### config.mk
export PLATFORM = sky130hd
export DESIGN_NAME = nvdla_dbb_rd_engine
export DESIGN_NICKNAME = d
export VERILOG_FILES = /design/src/rtl/nvdla_dbb_rd_engine.sv
export SDC_FILE = /design/constraint.sdc
export NUM_CORES = 2
export LEC_CHECK = 0
export CORE_MARGIN = 3
export CORE_UTILIZATION = 40
export DETAILED_ROUTE_END_ITERATION = 7
export GPL_TIMING_DRIVEN = 0
export RECOVER_POWER = 100
export SYNTH_ARGS = -nofsm -noshare
export SYNTH_HDL_FRONTEND = slang
export SYNTH_MEMORY_MAX_BITS = 65536
export SYNTH_SLANG_ARGS = --single-unit
export TNS_END_PERCENT = 100
### constraint.sdc
create_clock -name clk_i -period 55.9 [get_ports clk_i]
set_clock_uncertainty 0.1 [all_clocks]
set_input_delay 5.59 -clock clk_i [delete_from_list [all_inputs] [get_ports clk_i]]
set_output_delay 5.59 -clock clk_i [all_outputs]
set_load 0.01 [all_outputs]
### src/rtl/nvdla_dbb_rd_engine.sv
// DBB read engine: queues burst read requests, issues single-beat memory reads under credit, returns beats in order.
// Optional NVDLA_DBB_RD_PERF_EN adds saturating handshake/stall counters (perf_beats_o, perf_stall_o).

// Generic synchronous FIFO used for request queue, beat tags and response data.
// Latency: a push is visible on rd_vld the following cycle; no fall-through.
// Backpressure: push accepted when not full or when a pop happens in the same cycle.
module nvdla_dbb_fifo #(
  parameter int WIDTH = 8,
  parameter int DEPTH = 4
) (
  input  logic                     clk_i,
  input  logic                     clear_i,
  input  logic                     wr_vld,
  input  logic [WIDTH-1:0]         wr_dat,
  output logic                     full,
  output logic                     rd_vld,
  input  logic                     rd_rdy,
  output logic [WIDTH-1:0]         rd_dat,
  output logic [$clog2(DEPTH):0]   cnt
);
  localparam int AW = $clog2(DEPTH);

  logic [WIDTH-1:0] mem [DEPTH];
  logic [AW-1:0]    wr_ptr, rd_ptr;
  logic             do_push, do_pop;

  assign rd_vld  = (cnt != '0);
  assign full    = (cnt == (AW+1)'(DEPTH));
  assign do_pop  = rd_vld & rd_rdy;
  assign do_push = wr_vld & (!full | do_pop);
  assign rd_dat  = mem[rd_ptr];

  always_ff @(posedge clk_i) begin
    if (do_push) mem[wr_ptr] <= wr_dat;
  end

  always_ff @(posedge clk_i) begin
    if (clear_i) begin
      wr_ptr <= '0;
      rd_ptr <= '0;
      cnt    <= '0;
    end else begin
      if (do_push) wr_ptr <= wr_ptr + 1'b1;
      if (do_pop)  rd_ptr <= rd_ptr + 1'b1;
      if (do_push & !do_pop)      cnt <= cnt + 1'b1;
      else if (!do_push & do_pop) cnt <= cnt - 1'b1;
    end
  end
endmodule

// Splits queued bursts into memory beats and returns tagged beats to the core in order.
// Latency: request accept -> first rdat_valid_o in 3 cycles with a zero-wait memory.
// Backpressure: req_ready_o = queue not full; issue is throttled by free response credit.
module nvdla_dbb_rd_engine #(
  parameter int DATA_WIDTH = 512,
  parameter int ADDR_WIDTH = 32,
  parameter int ID_WIDTH   = 8,
  parameter int LEN_WIDTH  = 4,
  parameter int MAX_OUTST  = 4,
  parameter int RESP_DEPTH = 8
) (
  input  logic                  clk_i,
  input  logic                  clear_i,
  input  logic                  enable_i,
  input  logic                  req_valid_i,
  output logic                  req_ready_o,
  input  logic [ADDR_WIDTH-1:0] req_addr_i,
  input  logic [LEN_WIDTH-1:0]  req_len_i,
  input  logic [ID_WIDTH-1:0]   req_id_i,
  output logic                  mem_req_o,
  input  logic                  mem_gnt_i,
  output logic [ADDR_WIDTH-1:0] mem_add_o,
  input  logic                  mem_r_valid_i,
  input  logic [DATA_WIDTH-1:0] mem_r_data_i,
  output logic                  rdat_valid_o,
  input  logic                  rdat_ready_i,
  output logic [DATA_WIDTH-1:0] rdat_data_o,
  output logic                  rdat_last_o,
  output logic [ID_WIDTH-1:0]   rdat_id_o,
`ifdef NVDLA_DBB_RD_PERF_EN
  output logic                  busy_o,
  output logic [31:0]           perf_beats_o,
  output logic [31:0]           perf_stall_o
`else
  output logic                  busy_o
`endif
);
  localparam int BEAT_BYTES = DATA_WIDTH / 8;
  localparam int CW         = $clog2(RESP_DEPTH) + 1;
  localparam logic [0:0] IDLE  = 1'b0;
  localparam logic [0:0] ISSUE = 1'b1;

  typedef struct packed {
    logic [ADDR_WIDTH-1:0] addr;
    logic [LEN_WIDTH-1:0]  len;
    logic [ID_WIDTH-1:0]   id;
  } req_t;

  typedef struct packed {
    logic [ID_WIDTH-1:0] id;
    logic                last;
  } tag_t;

  typedef struct packed {
    tag_t                  tag;
    logic [DATA_WIDTH-1:0] data;
  } resp_t;

  req_t  head, req_in;
  tag_t  tag_in, tag_head;
  resp_t resp_in, resp_head;

  logic                       q_vld, q_full, q_pop;
  logic [$clog2(MAX_OUTST):0] q_cnt;
  logic                       tag_vld, tag_full;
  logic [CW-1:0]              inflight;
  logic                       resp_full;
  logic [CW-1:0]              resp_cnt;

  logic [0:0]            state_q;
  logic [ADDR_WIDTH-1:0] addr_q, cur_addr;
  logic [LEN_WIDTH-1:0]  cnt_q, cur_cnt;
  logic [ID_WIDTH-1:0]   id_q, cur_id;
  logic                  from_head, credit_ok, grant, last_beat, r_acc;
  logic                  unused_ok;

  assign req_in      = '{addr: req_addr_i, len: req_len_i, id: req_id_i};
  assign req_ready_o = !q_full;

  nvdla_dbb_fifo #(.WIDTH($bits(req_t)), .DEPTH(MAX_OUTST)) u_req_q (
    .clk_i(clk_i), .clear_i(clear_i),
    .wr_vld(req_valid_i & req_ready_o), .wr_dat(req_in), .full(q_full),
    .rd_vld(q_vld), .rd_rdy(q_pop), .rd_dat(head), .cnt(q_cnt)
  );

  // While idle the queue head is issued directly, saving a load cycle on the first beat.
  assign from_head = (state_q == IDLE) & q_vld;
  assign cur_addr  = from_head ? head.addr : addr_q;
  assign cur_cnt   = from_head ? head.len  : cnt_q;
  assign cur_id    = from_head ? head.id   : id_q;
  assign last_beat = (cur_cnt == '0);

  assign credit_ok = ({1'b0, inflight} + {1'b0, resp_cnt}) < (CW+1)'(RESP_DEPTH);
  assign mem_req_o = ((state_q == ISSUE) | q_vld) & enable_i & credit_ok;
  assign mem_add_o = cur_addr;
  assign grant     = mem_req_o & mem_gnt_i;
  assign q_pop     = q_vld & enable_i & ((state_q == IDLE) | (grant & last_beat));

  always_ff @(posedge clk_i) begin
    if (clear_i) begin
      state_q <= IDLE;
      addr_q  <= '0;
      cnt_q   <= '0;
      id_q    <= '0;
    end else begin
      if (grant) begin
        addr_q  <= cur_addr + ADDR_WIDTH'(BEAT_BYTES);
        cnt_q   <= cur_cnt - 1'b1;
        id_q    <= cur_id;
        state_q <= last_beat ? IDLE : ISSUE;
      end else if (from_head & enable_i) begin
        addr_q  <= cur_addr;
        cnt_q   <= cur_cnt;
        id_q    <= cur_id;
        state_q <= ISSUE;
      end
      // Back-to-back: next burst is loaded in the cycle the previous last beat is granted.
      if ((state_q == ISSUE) & grant & last_beat & q_vld & enable_i) begin
        addr_q  <= head.addr;
        cnt_q   <= head.len;
        id_q    <= head.id;
        state_q <= ISSUE;
      end
    end
  end

  // Tag FIFO occupancy is the in-flight beat count; r_valid with nothing in flight is dropped.
  assign tag_in = '{id: cur_id, last: last_beat};
  assign r_acc  = mem_r_valid_i & tag_vld;

  nvdla_dbb_fifo #(.WIDTH($bits(tag_t)), .DEPTH(RESP_DEPTH)) u_tag_q (
    .clk_i(clk_i), .clear_i(clear_i),
    .wr_vld(grant), .wr_dat(tag_in), .full(tag_full),
    .rd_vld(tag_vld), .rd_rdy(r_acc), .rd_dat(tag_head), .cnt(inflight)
  );

  assign resp_in = '{tag: tag_head, data: mem_r_data_i};

  nvdla_dbb_fifo #(.WIDTH($bits(resp_t)), .DEPTH(RESP_DEPTH)) u_resp_q (
    .clk_i(clk_i), .clear_i(clear_i),
    .wr_vld(r_acc), .wr_dat(resp_in), .full(resp_full),
    .rd_vld(rdat_valid_o), .rd_rdy(rdat_ready_i), .rd_dat(resp_head), .cnt(resp_cnt)
  );

  assign rdat_data_o = rdat_valid_o ? resp_head.data     : '0;
  assign rdat_id_o   = rdat_valid_o ? resp_head.tag.id   : '0;
  assign rdat_last_o = rdat_valid_o ? resp_head.tag.last : 1'b0;

  assign busy_o    = q_vld | (state_q == ISSUE) | tag_vld | rdat_valid_o;
  assign unused_ok = ^{tag_full, resp_full, q_cnt};

`ifdef NVDLA_DBB_RD_PERF_EN
  always_ff @(posedge clk_i) begin
    if (clear_i) begin
      perf_beats_o <= '0;
      perf_stall_o <= '0;
    end else begin
      if (rdat_valid_o & rdat_ready_i & (perf_beats_o != '1))  perf_beats_o <= perf_beats_o + 1'b1;
      if (rdat_valid_o & !rdat_ready_i & (perf_stall_o != '1)) perf_stall_o <= perf_stall_o + 1'b1;
    end
  end
`endif
endmodule
==> results.toml <==
[global_routing]
first_pass_grt_wire_length_um = 670000
grt_pass1_vias = 87821
globalRouteOverflowTotal = 0
initial_antenna_violation_count = 297
grt_util_all_layers_pct = 21.4
grt_start_max_net_pins = 28

[sta]
rsz0062_at_grt = "false"
hold_viol = 0
tns_ns = 0
fmaxAchievable_mhz = 50.3
hold_ws_ns = 0.344
worst_rel_slew_slack_pct = -50.2
finalMaxSlewViolations = 2305
max_slew.worst_pin.slew_ns = 2.24
finalCritPeriodShare_pct = 35.5
timing.final.setup_violations = 0
finalWorstPathRequiredPeriod_ns = 19.86

[yosys]
synthesis.area_um2 = 172000
synthAdderAreaFrac_pct = 0.188
synth_seq_cells = 4496
synthMuxAreaShare_pct = 17.8
synth_xor_xnor_area_share_pct = 0.138
yosys_warnings = 0
syn-instance-count = 7673
post_synth_edffs = 4416
synth-main-ff-cell = "edfxtp_1"
synth_nets = 8260
synth_async_sr_flop_share_pct = 0
postSynthAreaPerCell_um2 = 22.4
synthSimpleGateAreaFrac_pct = 2.04
yosysSeqAreaShare_pct = 78.2
synth_compound_gate_area_share_pct = 0.738
synthDistinctLibCells = 79
main_combinational_cell_family_by_area_after_synthesis = "multiplexers"

[clock_tree]
cts.clk_slew.worst_paths_ns = 0.06
cts_root_buffer = "clkbuf_16"
tritoncts = "built"
clkLatencyLatePin_ns = 0.97
cts.path.max_buffers = 4
post-cts-setup-buffer-count = 0
cts_max_level = 5
post_cts_hold_buffer_count = 0
number_of_buffers_inserted_during_clock_tree_synthesis = 455
count_of_instances_resized_after_the_clock_tree_is_built = 0
tritoncts_num_sinks = 4496

[floorplan]
die_area_um2 = 437000
initial_core_util_pct = 40.3
core_um2 = 426000
die_wd_um = 661
die_height_um = 661
floorplan.rows = 239
io_pins = 1120

[placement]
placedCellCount = 14790
port_buffers = 1118
routabilityCongestion = 0.837
place.detailed.hpwl_um = 330000

[outcome]
failed_checks = "capacitance limit, slew limit"
outcome = "complete, but fails checks"

[setup_path]
worstSetupPathType = "input port to flip-flop"
timing.critical_path.mode_cell = "clkbuf_1"
critical_path_peak_fanout = 19
critical_path.cell_chain = "dlygate4sd3_1 -> o41ai_1 -> a31oi_1 -> nand2_1 -> nor2_1 -> clkbuf_1 -> clkbuf_1 -> clkbuf_1 -> clkbuf_1 -> clkbuf_1 -> clkbuf_1 -> clkbuf_1 -> clkbuf_1 -> clkbuf_1 -> clkbuf_1 -> clkbuf_1"
crit_path_end_kind = "flip-flop"
cp_slowest_stage_delay_ns = 1.69
critPathArrivalTime_ns = 20.31
worst_path_max_delay_cell = "nor2_1"
cp.required_ns = 56.35
start_kind = "input port"

[detailed_routing]
detail_route.drc_violations = 0
finalWirelength_um = 477000
drt_pre_antenna_iters = 6
wl_per_cell_um = 30.2
ant_nets = 0
detail_route.iter0.violations = 8112
route.vias.total = 86328
via_density = 5.46

[final_layout]
mostFrequentLayoutCells = "edfxtp_1 (4,416), mux4_2 (1,104), dlygate4sd3_1 (1,045)"
drive_gt1_share_pct = 18.2
areaGrowthSynthToFinish_pct = 20.5
finish.net_count = 10172
instances_no_fill = 15806
finish.utilization_pct = 48.6
mostFrequentLayoutCell = "edfxtp_1"

[pwr]
power.density_nw_per_um2 = 46.6
ir_worst_vdd_uv = 35.2
static-leakage-power_nw = 63.3
finalPower_mw = 9.65

[flow_run]
max_cap_violations = 110

[hold_path]
timing.hold.worst.class = "flip-flop to flip-flop"
-- metal layers --
metal / GRT usage, % / up-vias / share of wire (%)
met2: 36.1 / 3314 / 50
li1: - / 36064 / -
met1: 27.1 / 45789 / 38
met4: 9.81 / 62 / 5.1
met5: 0 / - / 0.082
met3: 3.60 / 1099 / 6.2
-- sequential cells by signal, indices dropped and copies added (netlist names), 4 cells and up, named ones only --
name,cells
u_tag_q.mem,72
u_resp_q.mem,4168
u_resp_q.cnt,4
u_req_q.mem,176
id_q,8
u_tag_q.cnt,4
addr_q,32
cnt_q,4
-- where the power goes --
group / switching, mW / internal, mW / leakage (nW)
registers: 0.0626 / 3.99 / 40.6
logic: 1.48 / 1.06 / 15.4
clock network: 1.29 / 1.77 / 7.29
-- cells in the mapped netlist (3+ instances only) --
| library cell | count | area [um2] |
|---|---|---|
| a211oi_1 | 13 | 97.6 |
| a21o_1 | 3 | 22.5 |
| a21oi_1 | 48 | 240 |
| a221oi_1 | 4 | 35.0 |
| a22oi_1 | 3 | 22.5 |
| a311oi_1 | 5 | 43.8 |
| a31oi_1 | 6 | 37.5 |
| a32oi_1 | 5 | 43.8 |
| and2_1 | 4 | 25.0 |
| and3_1 | 13 | 81.3 |
| buf_1 | 165 | 619 |
| buf_2 | 13 | 65.1 |
| clkbuf_1 | 226 | 848 |
| dfxtp_1 | 80 | 1600 |
| edfxtp_1 | 4416 | 133000 |
| fa_1 | 3 | 60.1 |
| ha_1 | 21 | 263 |
| inv_1 | 23 | 86.3 |
| mux2_2 | 22 | 248 |
| mux2i_1 | 536 | 5370 |
| mux4_2 | 1104 | 24900 |
| nand2_1 | 145 | 544 |
| nand2b_1 | 7 | 43.8 |
| nand3_1 | 22 | 110 |
| nand4_1 | 15 | 93.8 |
| nor2_1 | 597 | 2240 |
| nor3_1 | 15 | 75.1 |
| nor4_1 | 6 | 37.5 |
| nor4_2 | 3 | 37.5 |
| o211ai_1 | 10 | 75.1 |
| o21a_1 | 6 | 45.0 |
| o21ai_0 | 36 | 180 |
| o221a_2 | 3 | 33.8 |
| o22ai_1 | 5 | 31.3 |
| o31ai_1 | 3 | 22.5 |
| or3_1 | 7 | 43.8 |
| xnor2_1 | 15 | 131 |
| xor2_1 | 12 | 105 |
-- path summary, 6_finish.rpt --
path | from | to | slack, ns | depth (start not counted)
worst max-delay path | mem_r_valid_i | u_resp_q.mem[7][374] | 36.04 | 16
worst min-delay path | u_tag_q.rd_ptr[2] | flip-flop | 0.34 | 2
worst max register to register | u_tag_q.cnt[0] | u_resp_q.mem[7][374] | 40.74 | 15
worst min register to register | u_tag_q.rd_ptr[2] | flip-flop | 0.34 | 2
-- worst max-delay path, delay by kind of cell --
family | cells | cell delay [ns]
AND/OR/NAND/NOR | 2 | 1.93
buffers and inverters | 12 | 11.83
AO/OA/AOI/OAI | 2 | 0.81
-- area by class of cell --
cell class,instances,area (um2)
Antenna cell,170,425
Buffer,407,1570
Clock buffer,545,11800
Clock inverter,300,3340
Fill cell,34619,219000
Inverter,23,86.3
Multi-Input combinational cell,2747,35700
Sequential cell,4496,134000
Tap cell,5663,7090
Timing Repair Buffer,1455,12600
-- stage by stage --
| stage | area, um2 | worst slack, ns |
|---|---|---|
| 3_3_place_gp | 190000 | -32.58 |
| 4_1_cts | 211000 | 42.20 |
| 6_report | 207000 | 36.04 |
| 3_5_place_dp | 196000 | 42.22 |
| 2_1_floorplan | 172000 | 12.40 |
| 5_1_grt | 207000 | 35.06 |
-- cells by family after synthesis --
kind of cell	count (synthesis)
DFF	4496
and+or+nand+nor	850
adders and majority gates	24
AOI/OAI and AO/OA	184
buffers and inverters	430
muxes	1662
xor gates and xnor gates	27
Power figures use the tool's default switching activity.
